===== config.mk =====
export PLATFORM = sky130hd
export DESIGN_NAME = vx_csr_bank
export DESIGN_NICKNAME = d
export VERILOG_FILES = /design/src/rtl/vx_csr_bank.sv
export SDC_FILE = /design/constraint.sdc
export NUM_CORES = 1
export LEC_CHECK = 0
export ABC_CLOCK_PERIOD_IN_PS = 10000
export CORE_MARGIN = 4
export CORE_UTILIZATION = 55
export CTS_CLUSTER_DIAMETER = 120
export DETAILED_ROUTE_END_ITERATION = 10
export GPL_TIMING_DRIVEN = 0
export HOLD_SLACK_MARGIN = 0.06
export PLACE_DENSITY_LB_ADDON = 0.1
export SLEW_MARGIN = 20
export SYNTH_ARGS = -nofsm -noshare
export SYNTH_HDL_FRONTEND = slang
export SYNTH_SLANG_ARGS = --single-unit

===== constraint.sdc =====
create_clock -name clk -period 10 [get_ports clk]
set_input_delay 2.5 -clock clk [delete_from_list [all_inputs] [get_ports clk]]
set_output_delay 2.5 -clock clk [all_outputs]
set_load 0.01 [all_outputs]

===== src/rtl/vx_csr_bank.sv =====
// Per-core CSR bank: per-warp fcsr/mscratch/mepc and hi-latches, global cycle/instret counters.
// Latency: one cycle from request accept to registered response; frm lookup is combinational.
// Backpressure: req_ready = ~rsp_valid | rsp_ready, so a stalled response holds the request port.
// Ports: req_* (valid/ready CSR access), rsp_* (registered result), fflags_* (FPU flag accumulate),
//        cmt_*/busy (counter events), frm_wid/frm (rounding-mode lookup).
module vx_csr_bank #(
  parameter int CORE_ID     = 0,
  parameter int NUM_WARPS   = 4,
  parameter int NUM_THREADS = 4,
  parameter int CTR_WIDTH   = 48,
  parameter int CMT_SIZE_W  = 3,
  localparam int NW_BITS    = (NUM_WARPS > 1) ? $clog2(NUM_WARPS) : 1
) (
  input  logic                  clk,
  input  logic                  reset,
  input  logic                  req_valid,
  output logic                  req_ready,
  input  logic [1:0]            req_op,
  input  logic [11:0]           req_addr,
  input  logic [NW_BITS-1:0]    req_wid,
  input  logic [31:0]           req_data,
  output logic                  rsp_valid,
  input  logic                  rsp_ready,
  output logic [31:0]           rsp_data,
  output logic [NW_BITS-1:0]    rsp_wid,
  output logic                  rsp_illegal,
  input  logic                  fflags_valid,
  input  logic [NW_BITS-1:0]    fflags_wid,
  input  logic [4:0]            fflags,
  input  logic                  cmt_valid,
  input  logic [CMT_SIZE_W-1:0] cmt_size,
  input  logic                  busy,
  input  logic [NW_BITS-1:0]    frm_wid,
  output logic [2:0]            frm
);

  localparam int HI_W = CTR_WIDTH - 32;

  localparam logic [1:0] OP_READ  = 2'd0;
  localparam logic [1:0] OP_WRITE = 2'd1;
  localparam logic [1:0] OP_SET   = 2'd2;
  localparam logic [1:0] OP_CLEAR = 2'd3;

  localparam logic [11:0] A_FFLAGS    = 12'h001;
  localparam logic [11:0] A_FRM       = 12'h002;
  localparam logic [11:0] A_FCSR      = 12'h003;
  localparam logic [11:0] A_MSCRATCH  = 12'h340;
  localparam logic [11:0] A_MEPC      = 12'h341;
  localparam logic [11:0] A_CYCLE     = 12'hC00;
  localparam logic [11:0] A_CYCLE_H   = 12'hC80;
  localparam logic [11:0] A_INSTRET   = 12'hC02;
  localparam logic [11:0] A_INSTRET_H = 12'hC82;
  localparam logic [11:0] A_NT        = 12'hCC0;
  localparam logic [11:0] A_NW        = 12'hCC1;
  localparam logic [11:0] A_WTID      = 12'hCC3;
  localparam logic [11:0] A_GWID      = 12'hCC4;
  localparam logic [11:0] A_GCID      = 12'hCC5;

  logic [7:0]           fcsr     [NUM_WARPS];
  logic [7:0]           fcsr_nxt [NUM_WARPS];
  logic [31:0]          mscratch [NUM_WARPS];
  logic [31:0]          mepc     [NUM_WARPS];
  logic [HI_W-1:0]      cyc_hi   [NUM_WARPS];
  logic [HI_W-1:0]      ins_hi   [NUM_WARPS];
  logic [CTR_WIDTH-1:0] cycle;
  logic [CTR_WIDTH-1:0] instret;

  logic        accept;
  logic        known;
  logic        ro;
  logic        mod_req;
  logic        illegal;
  logic        wr_en;
  logic [31:0] old_val;
  logic [31:0] new_val;

  assign req_ready = ~rsp_valid | rsp_ready;
  assign accept    = req_valid & req_ready;

  // SET/CLEAR with a zero operand is a pure read (rs1 = x0), legal even on read-only CSRs.
  assign mod_req = (req_op == OP_WRITE) | ((req_op != OP_READ) & (req_data != 32'd0));
  assign illegal = ~known | (ro & mod_req);
  assign wr_en   = accept & mod_req & ~illegal;

  assign frm = fcsr[frm_wid][7:5];

  always_comb begin
    old_val = '0;
    known   = 1'b1;
    ro      = 1'b0;
    case (req_addr)
      A_FFLAGS:    old_val = {27'd0, fcsr[req_wid][4:0]};
      A_FRM:       old_val = {29'd0, fcsr[req_wid][7:5]};
      A_FCSR:      old_val = {24'd0, fcsr[req_wid]};
      A_MSCRATCH:  old_val = mscratch[req_wid];
      A_MEPC:      old_val = mepc[req_wid];
      A_CYCLE:     begin ro = 1'b1; old_val = cycle[31:0]; end
      A_CYCLE_H:   begin ro = 1'b1; old_val = 32'(cyc_hi[req_wid]); end
      A_INSTRET:   begin ro = 1'b1; old_val = instret[31:0]; end
      A_INSTRET_H: begin ro = 1'b1; old_val = 32'(ins_hi[req_wid]); end
      A_NT:        begin ro = 1'b1; old_val = 32'(NUM_THREADS); end
      A_NW:        begin ro = 1'b1; old_val = 32'(NUM_WARPS); end
      A_WTID:      begin ro = 1'b1; old_val = 32'(req_wid); end
      A_GWID:      begin ro = 1'b1; old_val = 32'(CORE_ID * NUM_WARPS) + 32'(req_wid); end
      A_GCID:      begin ro = 1'b1; old_val = 32'(CORE_ID); end
      default:     known = 1'b0;
    endcase
  end

  always_comb begin
    case (req_op)
      OP_WRITE: new_val = req_data;
      OP_SET:   new_val = old_val | req_data;
      OP_CLEAR: new_val = old_val & ~req_data;
      default:  new_val = old_val;
    endcase
  end

  // CSR result first, then FPU flags OR'd on top so a concurrent flag event is never lost.
  always_comb begin
    for (int w = 0; w < NUM_WARPS; w++) begin
      fcsr_nxt[w] = fcsr[w];
      if (wr_en && req_wid == NW_BITS'(w)) begin
        case (req_addr)
          A_FFLAGS: fcsr_nxt[w][4:0] = new_val[4:0];
          A_FRM:    fcsr_nxt[w][7:5] = new_val[2:0];
          A_FCSR:   fcsr_nxt[w]      = new_val[7:0];
          default:  ;
        endcase
      end
      if (fflags_valid && fflags_wid == NW_BITS'(w))
        fcsr_nxt[w][4:0] = fcsr_nxt[w][4:0] | fflags;
    end
  end

  always_ff @(posedge clk) begin
    if (reset) begin
      cycle       <= '0;
      instret     <= '0;
      for (int w = 0; w < NUM_WARPS; w++) begin
        fcsr[w]     <= '0;
        mscratch[w] <= '0;
        mepc[w]     <= '0;
        cyc_hi[w]   <= '0;
        ins_hi[w]   <= '0;
      end
      rsp_valid   <= 1'b0;
      rsp_data    <= '0;
      rsp_wid     <= '0;
      rsp_illegal <= 1'b0;
    end else begin
      if (busy)      cycle   <= cycle + CTR_WIDTH'(1);
      if (cmt_valid) instret <= instret + CTR_WIDTH'(cmt_size);

      for (int w = 0; w < NUM_WARPS; w++)
        fcsr[w] <= fcsr_nxt[w];

      if (wr_en && req_addr == A_MSCRATCH) mscratch[req_wid] <= new_val;
      if (wr_en && req_addr == A_MEPC)     mepc[req_wid]     <= new_val;

      // A lo read snapshots the upper counter bits so the following hi read is coherent.
      if (accept && !illegal && req_addr == A_CYCLE)   cyc_hi[req_wid] <= cycle[CTR_WIDTH-1:32];
      if (accept && !illegal && req_addr == A_INSTRET) ins_hi[req_wid] <= instret[CTR_WIDTH-1:32];

      if (accept) begin
        rsp_valid   <= 1'b1;
        rsp_data    <= illegal ? 32'd0 : old_val;
        rsp_wid     <= req_wid;
        rsp_illegal <= illegal;
      end else if (rsp_ready) begin
        rsp_valid <= 1'b0;
      end
    end
  end

endmodule


Yosys cells after proc, flatten, opt, wreduce, memory -nomap -nowiden
Memories as Yosys holds them, arrays and structs flattened.
Cells that the tools add are included.
- bits in registers: 132
- RAM bits: 416
- bits of input ports: 67
- output and inout port bits: 40
- memories: 5
- memories (name ; words ; width ; read ports ; clocked after memory_dff ; write ports ; line ; source):
    mepc ; 4 ; 32 ; 1 ; 0 ; 4 ; 62 ; logic [31:0] mepc [NUM_WARPS];
    mscratch ; 4 ; 32 ; 1 ; 0 ; 4 ; 61 ; logic [31:0] mscratch [NUM_WARPS];
    cyc_hi ; 4 ; 16 ; 1 ; 0 ; 4 ; 63 ; logic [HI_W-1:0] cyc_hi [NUM_WARPS];
    ins_hi ; 4 ; 16 ; 1 ; 0 ; 4 ; 64 ; logic [HI_W-1:0] ins_hi [NUM_WARPS];
    fcsr ; 4 ; 8 ; 6 ; 0 ; 4 ; 59 ; logic [7:0] fcsr [NUM_WARPS];
- $add $sub $neg: 2
- equality and inequality tests: 23
- multiplexer cells: 54
- bitwise operators: 22
- reductions and logical operators: 28
- operators with widths (operator ; count):
    $pmux W32 S11 ; 1
    $eq A12 B12 Y1 const B ; 9
    $mux W32 ; 3
    $pmux W32 S3 ; 1
    $mux W8 ; 8
    $reduce_or A32 Y1 ; 2
    $add A48 B1 Y48 const B ; 1
    $add A48 B3 Y48 ; 1
    $mux W5 ; 8
    $and A32 B32 Y32 ; 1
    $mux W16 ; 2
    $not A32 Y32 ; 1
    $or A32 B32 Y32 ; 1
    $reduce_bool A32 Y1 ; 1
    $reduce_or A16 Y1 ; 2
    $eq A12 B10 Y1 const B ; 2
    $eq A12 B2 Y1 const B ; 2
    $pmux W3 S2 ; 4
    $mux W1 ; 23
    $or A5 B5 Y5 ; 4
    $reduce_or A14 Y1 ; 1
    $logic_and A1 B1 Y1 ; 13
    $eq A12 B1 Y1 const B ; 1
    $eq A2 B2 Y1 const B ; 6
    10 further kinds ; 31

Logic depth before layout (Yosys ltp)
- depth after elaboration: 13
- mapped depth: 11
- mapped depth without buffers: 10

Least setup slack after synthesis
No wires, ideal clock.
- kind: input-to-reg
- start point: input port req_addr[3]
- end point: memory mscratch[0][0] (enable)
- setup time: 0.428 ns
- arrival time: 5.485 ns
- data required time: 9.572 ns
- slack: 4.087 ns
- stages: 7
- path buffers: 3
- path through: buf_2 nor4_2 and3_1 buf_2 clkbuf_1 nand2_1 o21bai_1
- RTL lines (what ; line ; source):
    start, declared ; 19 ; input logic [11:0] req_addr,
    end, declared ; 61 ;

Worst setup path in the final report
- start point: input port frm_wid[1]
- end point: output port frm[1]
- longest elaborated chain between the ends: 1
- RTL lines (what ; line ; source):
    start, declared ; 33 ; input logic [NW_BITS-1:0] frm_wid,
    $mem_v2 Z4 W8 ; -- ;
    end, declared ; 34 ; output logic [2:0] frm
Every way passes these cells.

==> impl_results.md <==
* H-Tree Depth at 2
* Placed Area at 27800 µm²
* Pre-CTS setup slack at 3.01 ns
* Async SR Flop Fraction at 0
* Site row count at 79
* EDFF count, synth at 384
* Syn Std Cell Area at 25800 µm²
* Starting Density at 0.556
* Clock Tree Root: clkbuf_16
* Initial antenna violation count at 1
* Vias/cell at 6.47
* Layout Skew at 0.0195 ns
* Main synth FF type: edfxtp_1
* Drt pass-1 iters at 7
* IO buf count at 98
* Die Y at 225 µm
* Area of the multi-input gates at 10200 µm²
* Netlist cell types at 85
* Max Freq at 0.151 GHz
* Post-route setup TNS at 0 ns
* Finished Cell Area at 29600 µm²
* Layout net count at 2398
* CP max FO at 3
* Most frequent CP cell: clkdlybuf4s50_1
* Leak pwr at 10.7 nW
* FF-to-FF path depth at 10
* Vias at 19300
* GP Congestion at 0.967
* Synthesized area per cell at 12.0 µm²
* Ys Warns at 0
* # diodes at 0
* CP Data Required Time at 7.50 ns
* Sink Count at 548
* Total GRT Usage at 0.330
* # IOs at 107
* RSZ-0062 raised after global routing: false
* Layout area overhead at 14.6%
* Share of cells above drive strength 1 at 0.138
* Remaining DRCs at 0
* TritonCTS clock tree: done
* WS Path Type: input port to primary output
* Worst Hold Class: register to register
* Critical Path, Cell by Cell: clkdlybuf4s50_1 -> mux4_2 -> clkdlybuf4s50_1
* Count leader, synth: edfxtp_1
* Register Area at 14800 µm²
* CP max stage delay at 0.57 ns
* Die Footprint at 50500 µm²
* CP Capture Type: primary output
* Post-cts hold buffer count at 0
* CTS buffer count at 56
* WL per Instance at 28.2 µm
* Core Region at 46500 µm²
* Util after Layout at 0.637
* Number of max-cap violations at 0
* Pin count of the biggest net entering global routing at 33
* Clk pin slew, worst setup/hold paths at 0.06 ns
* Cells after synthesis at 2161
* Vias in the first global route at 18600
* Peak supply drop at 0.131 mV
* First-pass GRT wire length at 122 mm
* Critical Path Slowest Stage Cell: clkdlybuf4s50_1
* Die W at 225 µm
* Worst skew pair latency at 0.63 ns
* Slew Limit Fails at 0
* Synth area leader: edfxtp_1
* Post-CTS Setup Bufs at 0
* Pwr dens at 166 nW/µm²
* Initial DRC Count at 2574
* Top post-synthesis cells by area: edfxtp_1, dfxtp_1, mux4_2
* Total wire length at 83.9 mm
* Rel. slew slack at 0.176
* DP HPWL at 59.6 mm
* Synth top cells by count: edfxtp_1, nor2_1, dfxtp_1
* ANT nets after route at 0
* Final Power at 4.93 mW
* Syn nets at 2233
* Setup Viol. Count Final at 0
* PostCTS Resize Cnt at 0
* Overflow after GRT at 0
* CP startpoint kind: input port
* WHS Path Cells at 2
* Final Hold Fails at 0
* Crit share post-route at 0.661
* Share of the yosys chip area belonging to registers at 0.574
* Minimum clock period at 6.61 ns
* Clk buf depth at 3
* Crit path arrival time at 4.11 ns
* Yosys top cell area share at 0.446
* Status: complete, no violations
* Least-Margin Pin Slew at 1.24 ns
* Fillers at 3717
* PnR worst setup slack at 3.39 ns
* Register bit total from synthesis at 548
metrics by stage:
stage                     hold WS [ns]  instances
after floorplan                  0.463       2161
after global placement           0.448       2866
after detailed placement         0.449       2875
after CTS                        0.457       2981
after global routing             0.484       2981
final                            0.459       2981
placed cells by master, fill, tap and decap left out, drive strengths merged, types with 47 or more instances in the layout:
master,netlist,layout
a21oi,61,61
and3,108,108
buf,52,60
clkbuf,100,184
clkdlybuf4s50,0,98
dfxtp,164,164
edfxtp,384,384
mux4,106,106
nand2,131,131
nor2,388,388
xnor2,61,61
xor2,47,47
layer usage:
layer | part of all wire | track usage | up-vias
li1 | - | - | 8312
met1 | 0.39 | 0.456 | 9701
met2 | 0.46 | 0.521 | 1095
met3 | 0.10 | 0.0761 | 179
met4 | 0.041 | 0.117 | 2
met5 | 0.00015 | 0 | -
flip-flops by register name, indices dropped and copies added (netlist names):
register     count
mepc           128
mscratch       128
cyc_hi          64
ins_hi          64
cycle           48
instret         48
fcsr            32
rsp_data        32
rsp_wid          2
rsp_illegal      1
rsp_valid        1
critical path: cells and delay by family:
family                 cells  cell delay, ns
buffers and inverters      2            1.07
multiplexers               1            0.53
cells by family after synthesis:
logic type      share of synthesized area
simple gates                        0.174
flops                               0.574
compound gates                     0.0713
buf+inv                            0.0338
mux                                 0.108
xor+xnor                           0.0366
fa+ha+maj                         0.00271
power breakdown:
part / internal, mW / leakage, nW / switching (mW) / total [mW]
logic: 0.137 / 4.56 / 0.251 / 0.387
clock network: 1.15 / 0.881 / 0.889 / 2.04
registers: 2.48 / 5.29 / 0.0185 / 2.50
total: 3.77 / 10.7 / 1.16 / 4.93
final cells by class:
cell class              instances  area share
clock buffers                  83      0.0552
inverters                      44     0.00558
well taps                     607      0.0256
clock inverters                23     0.00494
flip-flops and latches        548       0.500
repair buffers                107      0.0390
multi-input cells            1417       0.345
plain buffers                 152      0.0240
path summary, 6_finish.rpt:
path	start	end	slack, ns
worst max-delay path	frm_wid[1]	frm[1]	3.39
worst min-delay path	rsp_wid[0]$_SDFFE_PP0P_	rsp_wid[0]$_SDFFE_PP0P_	0.46
worst max register to register	instret[0]$_SDFFE_PP0P_	instret[30]$_SDFFE_PP0P_	6.47
worst min register to register	rsp_wid[0]$_SDFFE_PP0P_	rsp_wid[0]$_SDFFE_PP0P_	0.46
(Power assumes the default switching activity.)
